$ cat src/rtl/jtframe_upload_pkg.sv
// jtframe_upload_pkg: shared types and helpers for the HPS upload reader.
//   state_t  : fetch state machine (IDLE, REQ, WAIT)
//   TOCNT_W  : width of the fetch timeout counter
//   lane_sel : picks one byte of a 32-bit SDRAM line (lane0 = bits 7:0)
package jtframe_upload_pkg;
   localparam int TOCNT_W = 8;

   typedef enum logic [1:0] {IDLE, REQ, WAIT} state_t;

   function automatic logic [7:0] lane_sel(input logic [31:0] d, input logic [1:0] l);
      return l == 2'd0 ? d[7:0] : l == 2'd1 ? d[15:8] : l == 2'd2 ? d[23:16] : d[31:24];
   endfunction
endpackage

$ cat src/rtl/jtframe_upload.sv
// jtframe_upload: serves hps_io upload byte reads from SDRAM through a 4-byte line cache.
//   clk_sys, rst_n          : clock, asynchronous active-low reset
//   ioctl_upload            : upload session active (level)
//   ioctl_rd, ioctl_addr    : byte read strobe and byte address within the region
//   ioctl_din               : returned byte (8'hFF out of range or on timeout)
//   upload_busy, upload_err : fetch outstanding; sticky timeout flag
//   prog_addr, prog_rd      : SDRAM word address and read request
//   sdram_ack, data_read, data_rdy : controller accept, 32-bit line, data strobe
module jtframe_upload
   import jtframe_upload_pkg::*;
#(
   parameter logic [21:0] BASE_ADDR = 22'h0,
   parameter int          SIZE      = 1024,
   parameter int          TIMEOUT   = 255
)(
   input  logic        clk_sys,
   input  logic        rst_n,
   input  logic        ioctl_upload,
   input  logic        ioctl_rd,
   input  logic [22:0] ioctl_addr,
   output logic [7:0]  ioctl_din,
   output logic        upload_busy,
   output logic        upload_err,
   output logic [21:0] prog_addr,
   output logic        prog_rd,
   input  logic        sdram_ack,
   input  logic [31:0] data_read,
   input  logic        data_rdy
);
   state_t state, state_nx;
   logic [TOCNT_W-1:0] cnt;
   logic [22:0] cur_addr, pend_addr, req_addr;
   logic [31:0] cache;
   logic [20:0] tag;
   logic valid, pend, upload_q;
   logic rd, up_rise, req, in_range, hit, tmo;
   logic start, done, expire, abort;

   assign rd       = ioctl_rd & ioctl_upload;
   assign up_rise  = ioctl_upload & ~upload_q;
   // A queued request is replayed as a fresh read once the FSM is idle; a new strobe is newer and wins.
   assign req      = state == IDLE && ioctl_upload && (ioctl_rd || pend);
   assign req_addr = ioctl_rd ? ioctl_addr : pend_addr;
   assign in_range = {9'd0, req_addr} < SIZE;
   // The rising session edge invalidates the cache in this very cycle, so it must not hit.
   assign hit      = valid && !up_rise && tag == req_addr[22:2];
   assign tmo      = cnt == TOCNT_W'(TIMEOUT - 1);
   assign prog_rd     = state == REQ;
   assign upload_busy = state != IDLE;

   always_ff @(posedge clk_sys or negedge rst_n)
      if (!rst_n) state <= IDLE;
      else state <= state_nx;

   // Data beats timeout in the same cycle; ack+data together in REQ completes directly.
   always_comb begin
      state_nx = state;
      start    = 1'b0;
      done     = 1'b0;
      expire   = 1'b0;
      abort    = 1'b0;
      case (state)
         IDLE: begin
            start    = req && in_range && !hit;
            state_nx = start ? REQ : IDLE;
         end
         REQ: begin
            abort    = !ioctl_upload;
            done     = ioctl_upload && sdram_ack && data_rdy;
            expire   = ioctl_upload && !done && tmo;
            state_nx = sdram_ack ? WAIT : REQ;
         end
         WAIT: begin
            abort  = !ioctl_upload;
            done   = ioctl_upload && data_rdy;
            expire = ioctl_upload && !data_rdy && tmo;
         end
         default: state_nx = IDLE;
      endcase
      if (abort || done || expire) state_nx = IDLE;
   end

   always_ff @(posedge clk_sys or negedge rst_n)
      if (!rst_n) begin
         ioctl_din  <= 8'hFF;
         upload_err <= 1'b0;
         prog_addr  <= '0;
         cnt        <= '0;
         cur_addr   <= '0;
         pend_addr  <= '0;
         cache      <= '0;
         tag        <= '0;
         valid      <= 1'b0;
         pend       <= 1'b0;
         upload_q   <= 1'b0;
      end else begin
         upload_q <= ioctl_upload;
         cnt      <= start ? '0 : state != IDLE ? cnt + TOCNT_W'(1) : cnt;
         if (up_rise) begin
            valid      <= 1'b0;
            upload_err <= 1'b0;
         end
         if (req) begin
            pend <= 1'b0;
            if (!in_range) ioctl_din <= 8'hFF;
            else if (hit) ioctl_din <= lane_sel(cache, req_addr[1:0]);
            else begin
               cur_addr  <= req_addr;
               prog_addr <= BASE_ADDR + {req_addr[22:2], 1'b0};
            end
         end else if (rd && state != IDLE) begin
            pend      <= 1'b1;
            pend_addr <= ioctl_addr;
         end
         if (done) begin
            cache     <= data_read;
            tag       <= cur_addr[22:2];
            valid     <= 1'b1;
            ioctl_din <= lane_sel(data_read, cur_addr[1:0]);
         end
         if (expire) begin
            ioctl_din  <= 8'hFF;
            upload_err <= 1'b1;
            valid      <= 1'b0;
         end
         if (abort) valid <= 1'b0;
         if (!ioctl_upload) pend <= 1'b0;
      end
endmodule
$ cat config.mk
export PLATFORM = sky130hd
export DESIGN_NAME = jtframe_upload
export DESIGN_NICKNAME = d
export VERILOG_FILES = /design/src/rtl/jtframe_upload_pkg.sv /design/src/rtl/jtframe_upload.sv
export SDC_FILE = /design/constraint.sdc
export NUM_CORES = 1
export LEC_CHECK = 0
export ABC_CLOCK_PERIOD_IN_PS = 2800
export CAP_MARGIN = 40
export CELL_PAD_IN_SITES_DETAIL_PLACEMENT = 0
export CELL_PAD_IN_SITES_GLOBAL_PLACEMENT = 1
export CORE_UTILIZATION = 31
export CTS_BUF_LIST = sky130_fd_sc_hd__clkbuf_8
export CTS_CLUSTER_DIAMETER = 200
export DETAILED_ROUTE_END_ITERATION = 12
export GPL_ROUTABILITY_DRIVEN = 0
export MAX_ROUTING_LAYER = met4
export PLACE_DENSITY_LB_ADDON = 0.1
export SLEW_MARGIN = 10
export SYNTH_ARGS = -nofsm -noshare
export SYNTH_HDL_FRONTEND = slang
export SYNTH_SLANG_ARGS = --single-unit
$ cat constraint.sdc
create_clock -name clk_sys -period 2.8 [get_ports clk_sys]
set_input_delay 0.56 -clock clk_sys [delete_from_list [all_inputs] [get_ports clk_sys]]
set_output_delay 0.56 -clock clk_sys [all_outputs]
set_load 0.02 [all_outputs]
==> results of run 1 <==
path summary, 6_finish.rpt:
kind                                            from                        end  slack, ns  cells past startpoint
max                             state[0]$_DFFE_PN0P_                upload_busy       0.26                      5
min                                            rst_n  pend_addr[18]$_DFFE_PN0P_        0.1                      1
max reg2reg                pend_addr[18]$_DFFE_PN0P_    cur_addr[9]$_DFFE_PN0P_       0.49                      7
min reg2reg                 ioctl_din[0]$_DFFE_PN1P_   ioctl_din[0]$_DFFE_PN1P_       0.47                      2
max in group asynchronous                      rst_n   ioctl_din[2]$_DFFE_PN1P_       1.94                      2
min in group clk_sys        ioctl_din[0]$_DFFE_PN1P_   ioctl_din[0]$_DFFE_PN1P_       0.47                      2
layout make-up:
cell class | instances | share of cell area (%)
Timing Repair Buffer | 121 | 15.9
Multi-Input combinational cell | 358 | 32.6
Inverter | 25 | 1.24
Sequential cell | 121 | 40.1
Clock inverter | 14 | 3.01
Tap cell | 234 | 3.86
Clock buffer | 18 | 3.27
stage by stage:
step | setup TNS (ns) | worst slack [ns] | cell area, sq um
finish | 0 | 0.264 | 7580
global route | 0 | 0.123 | 7580
CTS | 0 | 0.231 | 7580
detailed placement | -3.20 | -0.163 | 7100
global placement | -2.07 | -0.0870 | 7100
floorplan | 0 | 0.416 | 5890
power by group through the flow:
stage	clock network (mW)	registers, mW	logic [mW]
floorplan	0	2.31	0.988
global placement	0	2.42	1.36
detailed placement	0	2.44	1.40
CTS	1.94	2.41	1.40
global route	2.00	2.46	1.52
finish	1.88	2.40	1.37
cell families (layout without fill, tap and decap cells):
| logic type | Yosys count | in the layout | synth area share, % |
|---|---|---|---|
| compound gates | 41 | 41 | 4.42 |
| fa+ha+maj | 5 | 5 | 1.06 |
| simple gates | 210 | 210 | 15.5 |
| xor+xnor | 21 | 21 | 3.12 |
| mux | 80 | 80 | 17.7 |
| other cells | 1 | 1 | 0.0637 |
| buf+inv | 70 | 178 | 6.51 |
| flops | 121 | 121 | 51.6 |
Yosys cell counts, drive strengths merged (5+ instances only):
master	instances	area, sq um
and2	13	81.3
ha	5	62.6
mux2i	41	422
nor2	8	30.0
o22ai	8	50.1
clkbuf	16	60.1
nand3	5	25.0
xnor2	17	149
mux4	16	360
nor4	6	43.8
dfrtp	113	2830
buf	29	229
inv	24	90.1
nand2	155	582
dfstp	8	210
o21ai	20	100
mux2	23	259
flip-flops by register name, summed over array words and instances (netlist names):
signal and count:
pend 1, valid 1, cur_addr 23, upload_q 1
cache 32, pend_addr 23, cnt 8, tag 21
ioctl_din 8, state 2, upload_err 1
routing by layer:
layer  wire length [um]  up-vias
met4                186        0
met2               6830       80
met1               7000     1998
met3                478       15
li1                   -     2012
met5                  0        -
==> results.ini, run 1 <==
[routing]
routed_via_density=4.61
drc_errors=0
drtIter0Drc=197
vias=4105
ant_nets=0
firstDrtPassIters=7
finalWirelength_um=14500
wl_per_cell_um=16.3

[finish]
final_common_cell=nand2_1
seq_area_sq_um=3040
final_cell_mix=nand2_1, dfrtp_1, clkdlybuf4s50_1
multiInputGateArea_sq_um=2470
fin_cells=891
nNetsFinal=710
diodes=0
finalCoreUtilization_pct=40.6
area_delta_synth_final_pct=28.7
nFillCells=1868
drive_above_1_share_pct=18.3

[sta]
max_freq_ghz=0.394
tightestPinTransition_ns=0.678
final.period_utilization_pct=90.6
finalSetupViolCount=0
clock_skew_ns=0.0127
fin_crit_ns=2.54
slew_violations=0
hold_violations=0
rsz0062_at_grt=no
worst_hold_slack_ns=0.0989
relSlewSlack_pct=54.8

[synth]
synth.net_count=615
ys.flop_type=dfrtp_1
yosysSeqAreaShare_pct=51.6
syn_inst=549
synth_seq_cells=121
ys_warn_count=0
synthArstFlopShare_pct=100
synth_edf_count=0
syn-cell-area_sq_um=5890
synth_area_per_cell_sq_um=10.7
synth.distinct_cells=44

[floorplanning]
dieArea_sq_um=19500
io_pins=94
coreArea_sq_um=18600
die_w_um=140
num_rows=50
die_y_um=140
start_util_pct=31.6

[grt]
grt_max_degree=46
use_met2_pct=25.2
grt_pass1_vias=4345
gr-total-overflow=0
use_met1_pct=21.3
grt_pass1_wl_um=23500
met3_usage_pct=3.58
grt_usage_pct=16.4
grt-busiest-layer=met2
antenna_found_initial=0

[pwr]
fin_total_pwr_mw=5.65
p_int_mw=4.02
peakVddDrop_mv=0.307
power_density_nw_per_um2=746
leakagePower_nw=3.58
sw_frac_of_total_pct=28.9
seqPwrFrac_pct=42.5
p_clk_share_pct=33.3
comb_power_share_pct=24.2
p_switching_mw=1.64

[setup_path]
endpoint_kind=output port
max_stage_delay_ns=0.53
path_max_fanout=7
cp-start-kind=register
crit_family=buffers and inverters
crit_type=reg2out
cp_slowest_cell=clkdlybuf4s50_1
crit_path_cell_trace=inv_1 -> ha_1 -> clkinv_1 -> buf_4 -> clkdlybuf4s50_1
worst-path-buf-inv=4
arrival_ns=1.98
cp.required_ns=2.24

[placement]
dp.cells=859
io_buffers=92
dp_hpwl_um=10300

[run]
max-cap-violations=0

[cts]
postCtsSetupBuffers=0
ctsHtreeMaxLevel=4
worstSkewPairLatency_ns=0.44
clock_sinks=121
cts_made_buffers=17
ctsHoldBuffers=0
clk_pin_slew_ns=0.07
cts.path.max_buffers=2
postCtsResizedCells=0
root_buffer=clkbuf_8
cts_tree=built

[status]
status=completed

[hold_path]
hold_path.class=in2async

Power figures use the tool's default switching activity.
==> run 2: changes to the inputs <==
- SETUP_SLACK_MARGIN: not set -> 0.02
==> results of run 2 <==
No change in the layout: final DEF, timing and power equal those of run 1.
==> run 3: changes to the inputs <==
- ABC_CLOCK_PERIOD_IN_PS: 2800 -> 2100
- CORE_MARGIN: not set -> 2
- clock period: 2.8 -> 2.1 ns (I/O delays scaled with it)
==> results.ini, run 3 (synthesis gave the netlist of run 1 again) <==
[status]
status=finished, violations left
violations=negative hold slack, negative setup slack

[cts]
cts_made_buffers=17  ; unchanged
cts.path.max_buffers=2  ; unchanged
worstSkewPairLatency_ns=0.44  ; about the same
clock_sinks=121  ; unchanged
clk_pin_slew_ns=0.08  ; about the same
ctsHtreeMaxLevel=4  ; unchanged
root_buffer=clkbuf_8
cts_tree=built
ctsHoldBuffers=0  ; unchanged

[floorplanning]
dieArea_sq_um=20100  ; +2.9%
io_pins=94  ; unchanged
start_util_pct=31.6  ; unchanged
die_y_um=142  ; +1.4%
num_rows=50  ; unchanged
coreArea_sq_um=18600  ; unchanged
die_w_um=142  ; +1.4%

[grt]
grt_pass1_vias=4443  ; +2.3%
grt_max_degree=87  ; +89%
grt_usage_pct=16.2  ; -0.20 points
grt_pass1_wl_um=24100  ; +2.6%
gr-total-overflow=0  ; unchanged
antenna_found_initial=0  ; unchanged

[setup_path]
crit_type=reg2reg
endpoint_kind=register
path_max_fanout=5  ; -2
arrival_ns=2.62  ; +0.64 ns
cp.required_ns=2.46  ; +0.22 ns
cp-start-kind=register

[pwr]
seqPwrFrac_pct=43.6  ; +1.1 points
p_clk_share_pct=27.5  ; -5.8 points
power_density_nw_per_um2=910  ; +22%
peakVddDrop_mv=0.357  ; +16%
leakagePower_nw=3.79  ; +5.7%
p_int_mw=4.91  ; +22%
comb_power_share_pct=28.9  ; +4.7 points
p_switching_mw=2.33  ; +43%
sw_frac_of_total_pct=32.2  ; +3.3 points

[hold_path]
hold_path.class=in2async

[sta]
relSlewSlack_pct=61.8  ; +7.0 points
max_freq_ghz=0.443
rsz0062_at_grt=yes
hold_violations=1  ; +1
worst_hold_slack_ns=-0.00310  ; -0.102 ns
clock_skew_ns=0.0153  ; +0.00259 ns
fin_crit_ns=2.26
slew_violations=0  ; unchanged
final.period_utilization_pct=108
tightestPinTransition_ns=0.573  ; -0.105 ns
finalSetupViolCount=40  ; +40
layout_setup_ws_ns=-0.160  ; -0.423 ns

[routing]
firstDrtPassIters=4  ; -3
wl_per_cell_um=16.1  ; -0.74%
drc_errors=0  ; unchanged
routed_via_density=4.62  ; +0.30%
vias=4293  ; +4.6%
ant_nets=0  ; unchanged
finalWirelength_um=15000  ; +3.5%
drtIter0Drc=222  ; +13%

[run]
max-cap-violations=0  ; unchanged

[finish]
largest_reg_flops=32  ; unchanged
final_common_cell=nand2_1
drive_above_1_share_pct=26.8  ; +8.5 points
diodes=0  ; unchanged
regMostFlops=cache
nNetsFinal=748  ; +5.4%
reg_top3=cache: 32 flops, cur_addr: 23 flops, pend_addr: 23 flops
fin_cells=929  ; +4.3%
area_delta_synth_final_pct=35.2
nFillCells=1806  ; -3.3%
final_cell_mix=nand2_1, dfrtp_1, clkdlybuf4s50_1

[placement]
dp_hpwl_um=10500  ; +2.1%
io_buffers=92  ; unchanged
pre_cts_ws_ns=-0.706  ; -0.543 ns
dp.cells=886  ; +3.1%

## run 3: repair_timing
| action | in CTS | in global routing |
|---|---|---|
| gates cloned | 1 | 2 |
| resized for setup | 16 | 33 |
| endpoints found under the setup margin | 42 | 56 |
| hold endpoints to repair | 0 | 0 |
| pin swaps | 0 | 7 |
| buffers inserted | 1 | 8 |
## run 3: layout make-up
| cell class | count | area, sq um | area share [%] |
|---|---|---|---|
| repair buffers | 159 | 1570 | 19.7 |
| clock inverters | 15 | 140 | 1.76 |
| clock buffers | 17 | 234 | 2.94 |
| inverters | 25 | 95.1 | 1.19 |
| multi-input cells | 358 | 2590 | 32.5 |
| flip-flops and latches | 121 | 3040 | 38.2 |
| well taps | 234 | 293 | 3.68 |
## run 3: final timing paths
kind                            slack, ns  cells after the start                        to                 startpoint
min in group clk_sys                 0.30                      2  pend_addr[3]$_DFFE_PN0P_              ioctl_addr[3]
worst min register to register       0.48                      2      cache[5]$_DFFE_PN0P_       cache[5]$_DFFE_PN0P_
worst max-delay path                -0.16                      8   cur_addr[4]$_DFFE_PN0P_  pend_addr[18]$_DFFE_PN0P_
worst max register to register      -0.16                      8   cur_addr[4]$_DFFE_PN0P_  pend_addr[18]$_DFFE_PN0P_
worst min-delay path               -0.003                      2        tag[4]$_DFFE_PN0P_                      rst_n
max in group asynchronous            1.68                      2  ioctl_din[6]$_DFFE_PN1P_                      rst_n
## run 3: stage by stage
step | total power, mW | cell area (sq um) | util (%) | setup TNS, ns
3_3_place_gp | 5.20 | 7350 | 39.4 | -31.73
5_1_grt | 7.72 | 7960 | 42.7 | -6.97
3_5_place_dp | 5.26 | 7350 | 39.4 | -33.69
4_1_cts | 7.33 | 7790 | 41.8 | -3.84
2_1_floorplan | 4.41 | 5910 | - | -1.46
6_report | 7.24 | 7960 | 42.7 | -4.19
## run 3: layer usage
layer | share of wire, % | GRT usage, %
met5 | 0 | -
met4 | 0.84 | 3.79
met3 | 3.5 | 3.81
met2 | 47 | 24.8
met1 | 48 | 21.9
## run 3: critical path: stages, from the launching register on
cell     delay, ns
dfrtp_1       0.39
or4_4         0.51
o22a_1        0.24
nor4_4        0.28
nor2b_4       0.22
o21a_4        0.16
buf_4         0.12
buf_12        0.10
mux2i_1       0.16
## run 3: power by group through the flow
| stage | Combinational, mW | Clock, mW | Sequential [mW] |
|---|---|---|---|
| global route | 2.30 | 2.19 | 3.23 |
| CTS | 2.10 | 2.07 | 3.15 |
| floorplan | 1.32 | 0 | 3.09 |
| detailed placement | 2.06 | 0 | 3.20 |
| finish | 2.10 | 1.99 | 3.16 |
| global placement | 2.02 | 0 | 3.18 |
